[src/rtl/bottle_fill_sequencer.sv]
// bottle_fill_sequencer
//   Pill bottling fill controller. Counts hopper pill strobes into the current
//   bottle in BCD, requests a conveyor advance when a bottle is full, and
//   watches hopper and conveyor timeouts.
//   Optional feature macro: FILL_ERR_COUNT_EN adds an 8-bit saturating count of
//   ERROR entries (err_count), cleared only by switch_clr.
//   Handshake note: start, ack and pill_pulse are single-cycle strobes sampled
//   on the rising clock edge; bottle_switch is a single-cycle registered strobe
//   with no back-pressure. emergency_stop and conveyor_ok are levels.
//   The FSM state is exposed directly on the state output.
module bottle_fill_sequencer #(
  parameter int TICKS_PER_SEC  = 1000,
  parameter int SWITCH_SEC     = 2,
  parameter int HOPPER_TMO_SEC = 3
) (
  input  logic        clk_1khz,
  input  logic        switch_clr,
  input  logic        start,
  input  logic        ack,
  input  logic        emergency_stop,
  input  logic        pill_pulse,
  input  logic        conveyor_ok,
  input  logic [11:0] tgt_pills,
  input  logic [7:0]  tgt_bottles,
  output logic [11:0] now_pills,
  output logic [7:0]  now_bottles,
  output logic [2:0]  state,
  output logic        err_cause,
`ifdef FILL_ERR_COUNT_EN
  output logic [7:0]  err_count,
`endif
  output logic        bottle_switch
);

  localparam int HOPPER_TICKS = HOPPER_TMO_SEC * TICKS_PER_SEC;
  localparam int SWITCH_TICKS = SWITCH_SEC * TICKS_PER_SEC;
  localparam int HW = $clog2(HOPPER_TICKS + 1);
  localparam int SW = $clog2(SWITCH_TICKS + 1);
  localparam logic [HW-1:0] HOPPER_LOAD = HW'(HOPPER_TICKS);
  localparam logic [SW-1:0] SWITCH_LOAD = SW'(SWITCH_TICKS);

  typedef enum logic [2:0] {
    S_SETTING   = 3'd0,
    S_RUNNING   = 3'd1,
    S_SWITCHING = 3'd2,
    S_DONE      = 3'd3,
    S_ERROR     = 3'd4,
    S_FATAL     = 3'd5
  } state_t;

  state_t        state_q, state_d;
  logic [11:0]   pills_d;
  logic [7:0]    bottles_d;
  logic          cause_d;
  logic          switch_d;
  logic [HW-1:0] hop_q, hop_d;
  logic [SW-1:0] sw_q, sw_d;
  logic          err_entry;
  logic          take_pill;
  logic [11:0]   pill_inc;
  logic [7:0]    bottle_inc;
  logic          bottle_full;
  logic          run_last;

  // Three-digit BCD increment, each digit 9 rolls to 0 and carries upward
  function automatic logic [11:0] bcd_inc3(input logic [11:0] v);
    logic [11:0] r;
    logic        carry;
    r     = v;
    carry = 1'b1;
    for (int i = 0; i < 3; i++) begin
      if (carry) begin
        if (r[i*4 +: 4] == 4'd9) begin
          r[i*4 +: 4] = 4'd0;
        end else begin
          r[i*4 +: 4] = r[i*4 +: 4] + 4'd1;
          carry       = 1'b0;
        end
      end
    end
    return r;
  endfunction

  // Two-digit BCD increment
  function automatic logic [7:0] bcd_inc2(input logic [7:0] v);
    logic [7:0] r;
    logic       carry;
    r     = v;
    carry = 1'b1;
    for (int i = 0; i < 2; i++) begin
      if (carry) begin
        if (r[i*4 +: 4] == 4'd9) begin
          r[i*4 +: 4] = 4'd0;
        end else begin
          r[i*4 +: 4] = r[i*4 +: 4] + 4'd1;
          carry       = 1'b0;
        end
      end
    end
    return r;
  endfunction

  assign pill_inc    = bcd_inc3(now_pills);
  assign bottle_inc  = bcd_inc2(now_bottles);
  assign bottle_full = (pill_inc == tgt_pills);
  assign run_last    = (bottle_inc == tgt_bottles);
  assign state       = state_q;

  // State register
  always_ff @(posedge clk_1khz or negedge switch_clr) begin
    if (!switch_clr) begin
      state_q <= S_SETTING;
    end else begin
      state_q <= state_d;
    end
  end

  // Next state, counter and timer updates; emergency_stop overrides everything
  always_comb begin
    state_d   = state_q;
    pills_d   = now_pills;
    bottles_d = now_bottles;
    cause_d   = err_cause;
    switch_d  = 1'b0;
    hop_d     = hop_q;
    sw_d      = sw_q;
    err_entry = 1'b0;
    take_pill = 1'b0;

    if (emergency_stop) begin
      state_d = S_FATAL;
    end else begin
      case (state_q)
        S_SETTING: begin
          if (start && (tgt_pills != 12'h000) && (tgt_bottles != 8'h00)) begin
            state_d   = S_RUNNING;
            pills_d   = 12'h000;
            bottles_d = 8'h00;
            hop_d     = HOPPER_LOAD;
          end
        end
        S_RUNNING: begin
          // A pill on the expiry cycle beats the timeout
          if (pill_pulse) begin
            take_pill = 1'b1;
          end else if (hop_q <= HW'(1)) begin
            hop_d     = '0;
            state_d   = S_ERROR;
            cause_d   = 1'b0;
            err_entry = 1'b1;
          end else begin
            hop_d = hop_q - HW'(1);
          end
        end
        S_SWITCHING: begin
          // The timer reaching zero ends the settle window
          if (sw_q <= SW'(1)) begin
            sw_d = '0;
            if (conveyor_ok) begin
              state_d = S_RUNNING;
              pills_d = 12'h000;
              hop_d   = HOPPER_LOAD;
            end else begin
              state_d   = S_ERROR;
              cause_d   = 1'b1;
              err_entry = 1'b1;
            end
          end else begin
            sw_d = sw_q - SW'(1);
          end
        end
        S_ERROR: begin
          if (!err_cause) begin
            if (pill_pulse) begin
              take_pill = 1'b1;
            end
          end else if (conveyor_ok) begin
            state_d = S_RUNNING;
            pills_d = 12'h000;
            hop_d   = HOPPER_LOAD;
          end
        end
        S_DONE: begin
          if (ack) begin
            state_d = S_SETTING;
          end
        end
        S_FATAL: begin
          if (ack) begin
            state_d   = S_SETTING;
            pills_d   = 12'h000;
            bottles_d = 8'h00;
          end
        end
        default: begin
          state_d = S_SETTING;
        end
      endcase

      // Counting a pill, shared by RUNNING and hopper-timeout recovery
      if (take_pill) begin
        state_d = S_RUNNING;
        pills_d = pill_inc;
        hop_d   = HOPPER_LOAD;
        if (bottle_full) begin
          bottles_d = bottle_inc;
          if (run_last) begin
            state_d = S_DONE;
          end else begin
            state_d  = S_SWITCHING;
            switch_d = 1'b1;
            sw_d     = SWITCH_LOAD;
          end
        end
      end
    end
  end

  // Registered counters, timers and outputs
  always_ff @(posedge clk_1khz or negedge switch_clr) begin
    if (!switch_clr) begin
      now_pills     <= 12'h000;
      now_bottles   <= 8'h00;
      err_cause     <= 1'b0;
      bottle_switch <= 1'b0;
      hop_q         <= '0;
      sw_q          <= '0;
    end else begin
      now_pills     <= pills_d;
      now_bottles   <= bottles_d;
      err_cause     <= cause_d;
      bottle_switch <= switch_d;
      hop_q         <= hop_d;
      sw_q          <= sw_d;
    end
  end

`ifdef FILL_ERR_COUNT_EN
  // Saturating count of ERROR entries
  always_ff @(posedge clk_1khz or negedge switch_clr) begin
    if (!switch_clr) begin
      err_count <= 8'd0;
    end else if (err_entry && (err_count != 8'hFF)) begin
      err_count <= err_count + 8'd1;
    end
  end
`else
  logic unused_err_entry;
  assign unused_err_entry = err_entry;
`endif

endmodule

[config.mk]
export PLATFORM = sky130hd
export DESIGN_NAME = bottle_fill_sequencer
export DESIGN_NICKNAME = d
export VERILOG_FILES = /design/src/rtl/bottle_fill_sequencer.sv
export SDC_FILE = /design/constraint.sdc
export NUM_CORES = 1
export LEC_CHECK = 0
export CAP_MARGIN = 20
export CORE_MARGIN = 5
export CORE_UTILIZATION = 45
export CTS_BUF_LIST = sky130_fd_sc_hd__clkbuf_8
export CTS_CLUSTER_DIAMETER = 200
export DETAILED_ROUTE_END_ITERATION = 16
export PLACE_DENSITY = 0.76
export SLEW_MARGIN = 20
export SYNTH_ARGS = -nofsm -noshare
export SYNTH_HDL_FRONTEND = slang
export SYNTH_SLANG_ARGS = --single-unit
[constraint.sdc]
create_clock -name clk_1khz -period 2.5 [get_ports clk_1khz]
set_clock_uncertainty 0.1 [all_clocks]
set_input_delay 0.5 -clock clk_1khz [delete_from_list [all_inputs] [get_ports clk_1khz]]
set_output_delay 0.5 -clock clk_1khz [all_outputs]
set_load 0.01 [all_outputs]
[Yosys cells after proc, flatten, opt, wreduce, memory -nomap -nowiden]
Index checks and enable logic that the tools add are counted.
Cells by class
  $add $sub $neg: 7
  magnitude comparators: 2
  eq/ne operators: 28
  multiplexer cells: 63
  bitwise gates (word level): 1
  reductions and logical operators: 13
Operator list (count)
  $mux 12: 13
  $pmux 12 s4: 2
  $mux 11: 5
  $mux 4: 8
  $mux 8: 4
  $mux 3: 10
  $ne 4x4->1 const B: 6
  $add 4x1->4 const B: 5
  $eq 4x4->1 const B: 5
  $reduce_and 6->1: 3
  $mux 1: 16
  $pmux 8 s2: 1
  $ne 3x3->1 const B: 5
  $pmux 3 s5: 1
  $eq 12x12->1: 1
  $le 12x1->1 const B: 1
  $reduce_bool 12->1: 1
  $sub 12x1->12 const B: 1
  $le 11x1->1 const B: 1
  $sub 11x1->11 const B: 1
  $reduce_bool 5->1: 2
  $eq 8x8->1: 1
  $ne 2x2->1 const B: 4
  $reduce_bool 8->1: 1
  12 further kinds: 16
Word-level totals
  flip-flop bits (word level): 48
  bits of input ports: 27
  output and inout port bits: 25
  logic and storage cells: 121

[Depth between registers and ports, before layout]
  word-level depth: 8
  depth in mapped cells: 11
  gate-level depth less buffers: 10

[Worst setup path before layout]
OpenSTA, ideal clock, no wires.
  kind: register to register
  start: reg now_pills[5]
  end: reg sw_q[8]
  arrival: 2619 ps
  required time: 2296 ps
  slack: -323 ps
  cell stages (with the launch flop): 12
  buffers on the path: 1
  period minus slack after synthesis: 2823 ps
  cell sequence: dfrtp_1 -> inv_1 -> ha_1 -> nand3b_4 -> or4_4 -> and3_4 -> a2111oi_2 -> and4b_1 -> nand4_1 -> or3_1 -> buf_6 -> o311ai_1
Between the ends
  word-level cells in the longest chain between the ends: 7
RTL lines
  from (decl): line 25  | output logic [11:0] now_pills,
  from (signal assigned): line 229  | now_pills <= pills_d;
  branches (longest 4 deep; another with $add 4x1->4)
  $eq 12x12->1 *: line 105  | assign bottle_full = (pill_inc == tgt_pills);
  $mux 11 *: line 205  | if (bottle_full) begin
  $mux 11 *: line 201  | if (take_pill) begin
  to (signal assigned): line 234  | sw_q <= sw_d;
  to (decl): line 57  | logic [SW-1:0] sw_q, sw_d;
Mark *: on every way between the ends.
A chain may end at the register's enable or synchronous reset.

[Worst setup path after layout]
  start: reg now_pills[9]
  end: reg sw_q[4]
Between the ends
  word-level cells in the longest chain between the ends: 6
RTL lines
  $add 4x1->4 or $eq 4x4->1 (tied branches): line 76, 73
  $mux 4: line 73  | if (r[i*4 +: 4] == 4'd9) begin
  $mux 4 *: line 72  | if (carry) begin
  $eq 12x12->1 *: line 105
  $mux 11 *: line 205
  $mux 11 *: line 201
Mark *: on every way between the ends. The rest lies on a longest branch, timed or not.

==> run metrics <==
predominant post-synthesis flop cell dfrtp_1; All-Layer GR Usage 22.56%; DP Worst Slack -0.5526 ns; DR vias 4113; Pwr per Cell Area 464.8 mW/mm²; number of global-route vias before repair 3962; clk_lat worst skew 0.31 ns; CTS clk-pin slew, worst paths 0.10 ns; ant diodes 0; Core ar. 0.007727 mm²; Seq/Total Area, Yosys 33.71%; Final Cycle Share 109.0%; total CTS buffers 5; status finished, violations left; Async SR Flop Fraction 100.0%; gr ovfl total 0; DP HPWL 8.230 mm; DP Area 0.004795 mm²; unrepaired setup endpoints after global routing true; CTS tree built; ANT nets after route 0; port bufs between 50 and 60; NumNets Final slightly above 600; Synth Register Bits 48; Root Driver clkbuf_8; DRC 0; final hold viol count 0; std cell rows 32; clk buf depth 2; Post-Syn Area 0.003563 mm²; hold_buf cts 0; critical path type reg2reg; failing checks negative setup slack; post-synthesis cell type count between 60 and 70; Synth Net Count ~470; Via-to-Cell Ratio 6.121; clock sink count 48; die height between 90 and 100 µm; Routed WL 11.59 mm; number of enable flip-flop cells after synthesis 0; Final Wtd Congestion 0.8887; Synth-to-Final Area Change 49.19%; Setup-failing EPs final 18; P_leak 2.210 nW; maximum VDD drop 0.0002134 V; fin crit period 2.726 ns; DRT Pass-1 Iters 5; Setup crit start kind flip-flop; htree depth 2; share of cells above drive strength 1 28.95%; Rel. slew slack 50.22%; DR iter-0 viols 355; Mapped Avg Cell Area 8.249 µm²; max-cap violations 0; die width 98.99 µm; WP data required 2.60 ns; first-pass GRT wire length between 15 and 20 mm; die area 0.009798 mm²; Worst-Margin Slew 0.7467 ns; Arrival @ worst endpoint 2.82 ns; starting density of the core 46.11%; initial antenna violation count 0; synth warn 0; largest net degree at the start of global routing 29; Slew Viols, Final 0; Max Fanout on Critical Path 6; Peak Freq 366.9 MHz; final worst slack -0.2256 ns; Crit. End Element flip-flop; WL per Instance 17.25 µm; io pins 52; post-route cell area about 0.0053 mm²; HP Class in2async; Synth Instances 432
-- per-layer routing --
metal  routed length, µm  global-route usage (%)  share of wire (%)  up-vias
met1                4625                   27.94                 40     1975
met5                   0                       0                  0        -
met4                 359                   8.403                3.1        0
met3                 679                   3.397                5.9       37
li1                    -                       -                  -     1908
met2                5924                   39.46                 51      193
-- cell type report --
cell class / count / area (µm²)
timing repair buffer: 149 / 1281
clock buffer: 5 / 68.82
tap: 102 / 127.6
clock inverter: 3 / 38.79
sequential: 48 / 1204
inverter: 17 / 63.81
multi-input combinational: 348 / 2532
fill: 566 / 2411
-- worst paths after layout --
kind,start,end,slack [ns],cells after the start
max in group asynchronous,switch_clr,hop_q[4],1.58,2
min,switch_clr,now_bottles[5],0.14,1
min in group clk_1khz,hop_q[7],hop_q[7],0.44,2
max,now_pills[9],sw_q[4],-0.23,9
min reg2reg,hop_q[7],hop_q[7],0.44,2
max reg2reg,now_pills[9],sw_q[4],-0.23,9
-- Yosys cell counts, drive strengths merged, types with 5 or more instances --
library cell  instances  area [µm²]
a22o                  8       70.07
o21ai                60       300.3
xnor2                 9       78.83
o31ai                 9       67.56
a31oi                10       62.56
nand3                16       80.08
or3                   5       31.28
buf                   6       45.04
nor2                 34       127.6
ha                   10       125.1
nand2                35       131.4
and2                  5       31.28
inv                  17       63.81
o211ai                6       60.06
a21o                  6       45.04
dfrtp                48        1201
and3                  7       48.80
nand2b               10       62.56
nor4                 14       87.58
a21oi                25       125.1
clkbuf               14       52.55
nor3                 12       60.06
-- worst max-delay path: stages (launching register included) --
cell and delay (ns):
dfrtp_1 0.40, inv_2 0.07, ha_4 0.21, or4_4 0.56
and3_4 0.18, a2111oi_4 0.17, and4b_1 0.22, nand4_1 0.13
or3_4 0.50, o311ai_4 0.10
-- placed cells by master, fill, tap and decap left out, types with 13 or more instances in the layout --
cell type and count:
a21oi_1 23, buf_4 93, clkdlybuf4s50_1 45, dfrtp_1 46, inv_1 16, nand2_1 35
nand3_1 13, nor2_1 32, o21ai_0 49
-- what timing repair did --
action                     in CTS  in global routing
setup buffers                   6                  4
pin swaps                      17                 28
gates resized for setup        25                 45
setup endpoints to repair      25                 38
gates cloned                    1                  0
-- state kept, by name (all words and copies together), names as in the netlist --
name           count
now_bottles        8
err_cause          1
sw_q              11
hop_q             12
state              3
now_pills         12
bottle_switch      1
-- metrics by stage --
stage | hold slack [ns] | power (mW) | TNS, ns | utilization [%] | std cells
after floorplan | 0.1044 | 1.406 | -2.276 | - | 432
after global placement | 0.3919 | 1.771 | -13.18 | 62.05 | 653
after detailed placement | 0.4135 | 1.807 | -15.94 | 62.05 | 653
after CTS | 0.1692 | 2.410 | -2.510 | 65.90 | 668
after global routing | 0.1915 | 2.598 | -5.077 | 68.80 | 672
final | 0.1380 | 2.471 | -2.353 | 68.80 | 672
-- cells by family after synthesis --
kind of cell	synth area share, %
and+or+nand+nor	25.91
buffers and inverters	4.529
adders and majority gates	3.511
DFF	33.71
xor gates and xnor gates	3.195
muxes	1.510
AOI/OAI and AO/OA	27.63
-- where the power goes --
part	internal [mW]	total (mW)	switching, mW
logic	0.442	0.961	0.519
registers	0.854	0.939	0.0852
clock network	0.294	0.571	0.278
No activity file was read; power rests on OpenSTA's default activity.
==> variant, RTL diff (config.mk and constraints unchanged) <==
Build with the macro `FILL_ERR_COUNT_EN` defined.
--- a/src/rtl/bottle_fill_sequencer.sv
+++ b/src/rtl/bottle_fill_sequencer.sv
@@ -8,6 +8,8 @@
 //   on the rising clock edge; bottle_switch is a single-cycle registered strobe
 //   with no back-pressure. emergency_stop and conveyor_ok are levels.
 //   The FSM state is exposed directly on the state output.
+`define FILL_ERR_COUNT_EN
+
 module bottle_fill_sequencer #(
   parameter int TICKS_PER_SEC  = 1000,
   parameter int SWITCH_SEC     = 2,
Function (old outputs only; new: err_count): kept (equiv_simple and equiv_induct, registers matched by name and starting in step).
==> variant against the unedited design <==
The run still ends with setup timing left; sequential cell count rose by 8; sequential share of layout area fell by 0.61 points; setup slack got worse by 0.015 ns; clock power fell by 6.5%; total power rose by 30%; area after synthesis rose by 17%; wire length rose by 22%; cell area rose by 20%; critical path type unchanged; critical endpoint is now sw_q[1].
==> variant: results (changes against the unedited design) <==
layout cells sized above 1 0.336 (was 0.289); largest stage delay on the critical path 0.39 ns (was 0.56 ns); IO buf count 59 (was 51); status complete, but fails checks (unchanged); R2R depth 11 (was 9); GRT Resource Usage Total 0.231 (was 0.226); final setup violation count 32 (was 18); synth top area cells dfrtp_1, o21ai_0, a21oi_1 (was dfrtp_1, o21ai_0, nand2_1); hold slack final 0.0513 ns (was 0.138 ns); failing checks setup timing (unchanged); worst ir drop on vdd 0.396 mV (was 0.213 mV); initial drt markers 296 (was 355); first-pass GRT wire length 21800 um (was 18500 um); CP max stage cell dfrtp_1 (was or4_4); gp weighted congestion 0.954 (was 0.889); slew margin rel. 0.586 (was 0.502); fillers 686 (was 566); syn nets 550 (was 469); largest net degree at the start of global routing 57 (was 29); Static Leakage 2.67 nW (was 2.21 nW); post-detail-place hpwl 9380 um (was 8230 um); vias in the first global route 4628 (was 3962); layout net count 719 (was 606); top post-synthesis cells by count dfrtp_1, o21ai_0, nor2_1 (was o21ai_0, dfrtp_1, nand2_1); Crit path required time 2.62 ns (was 2.60 ns); final worst-path setup slack -0.240 ns (was -0.226 ns); drt first pass iters 6 (was 5)
-- variant: cell count changes after synthesis, sizes merged, moves of 8 or more --
cell,delta
inv,+10
nor2,+8
dfrtp,+8
a21oi,+11
o21a,+8
-- variant: logic make-up after synthesis --
kind of cell	after synthesis	share of synthesized area
AOI/OAI and AO/OA	175	0.273
xor gates and xnor gates	19	0.0397
adders and majority gates	11	0.0329
buffers and inverters	53	0.0520
DFF	56	0.335
muxes	3	0.00747
and+or+nand+nor	195	0.260
-- variant: metrics by stage --
stage	TNS (ns)	instance area, um2	utilization	worst slack (ns)	cells
floorplan	-0.688	4250	-	-0.140	512
global placement	-9.04	5610	0.613	-0.268	756
detailed placement	-11.22	5610	0.613	-0.337	756
CTS	-1.03	5980	0.654	-0.0770	778
global route	-8.01	6370	0.696	-0.325	793
finish	-4.65	6370	0.696	-0.240	793
-- variant: how the worst max path moves through the flow --
| stage | to | from | slack (ns) | cells after the start |
|---|---|---|---|---|
| 6_report | sw_q[1] | now_pills[9] | -0.24 | 11 |
| 5_1_grt | sw_q[7] | now_pills[8] | -0.33 | 11 |
| 4_1_cts | sw_q[8] | now_pills[5] | -0.08 | 11 |
| 3_5_place_dp | now_pills[1] | tgt_bottles[6] | -0.34 | 9 |
| 3_3_place_gp | now_bottles[6] | pill_pulse | -0.27 | 10 |
| 2_1_floorplan | sw_q[5] | state[0] | -0.14 | 10 |
-- variant: area by class of cell --
class | instances | area, um2 | area share
well taps | 111 | 139 | 0.0218
inverters | 27 | 101 | 0.0159
multi-input cells | 403 | 3010 | 0.472
flip-flops and latches | 56 | 1400 | 0.220
repair buffers | 188 | 1630 | 0.255
clock buffers | 5 | 68.8 | 0.0108
clock inverters | 3 | 23.8 | 0.00373
-- variant: repair_timing --
item                       4_1_cts  5_1_grt
setup buffers                   14       14
gates resized for setup         43       83
setup endpoints to repair       27       53
gates cloned                     0        1
pin swaps                       19       25
-- variant: worst max-delay path: cells and delay by family, from the launching register on --
| kind | cells | cell delay (ns) |
|---|---|---|
| fa+ha+maj | 1 | 0.15 |
| buf+inv | 3 | 0.39 |
| simple gates | 3 | 0.81 |
| flops | 1 | 0.39 |
| compound gates | 4 | 0.80 |
-- variant: power breakdown --
group          internal, mW  switching (mW)
Sequential            0.990          0.0849
Combinational         0.753           0.853
Clock                 0.200           0.334
-- variant: metal layers --
layer | global-route usage | up-vias | routed length [um]
met4 | 0.0731 | 0 | 401
met2 | 0.410 | 170 | 7310
met3 | 0.0304 | 35 | 672
met1 | 0.292 | 2305 | 5780
li1 | - | 2235 | -
met5 | 0 | - | 0
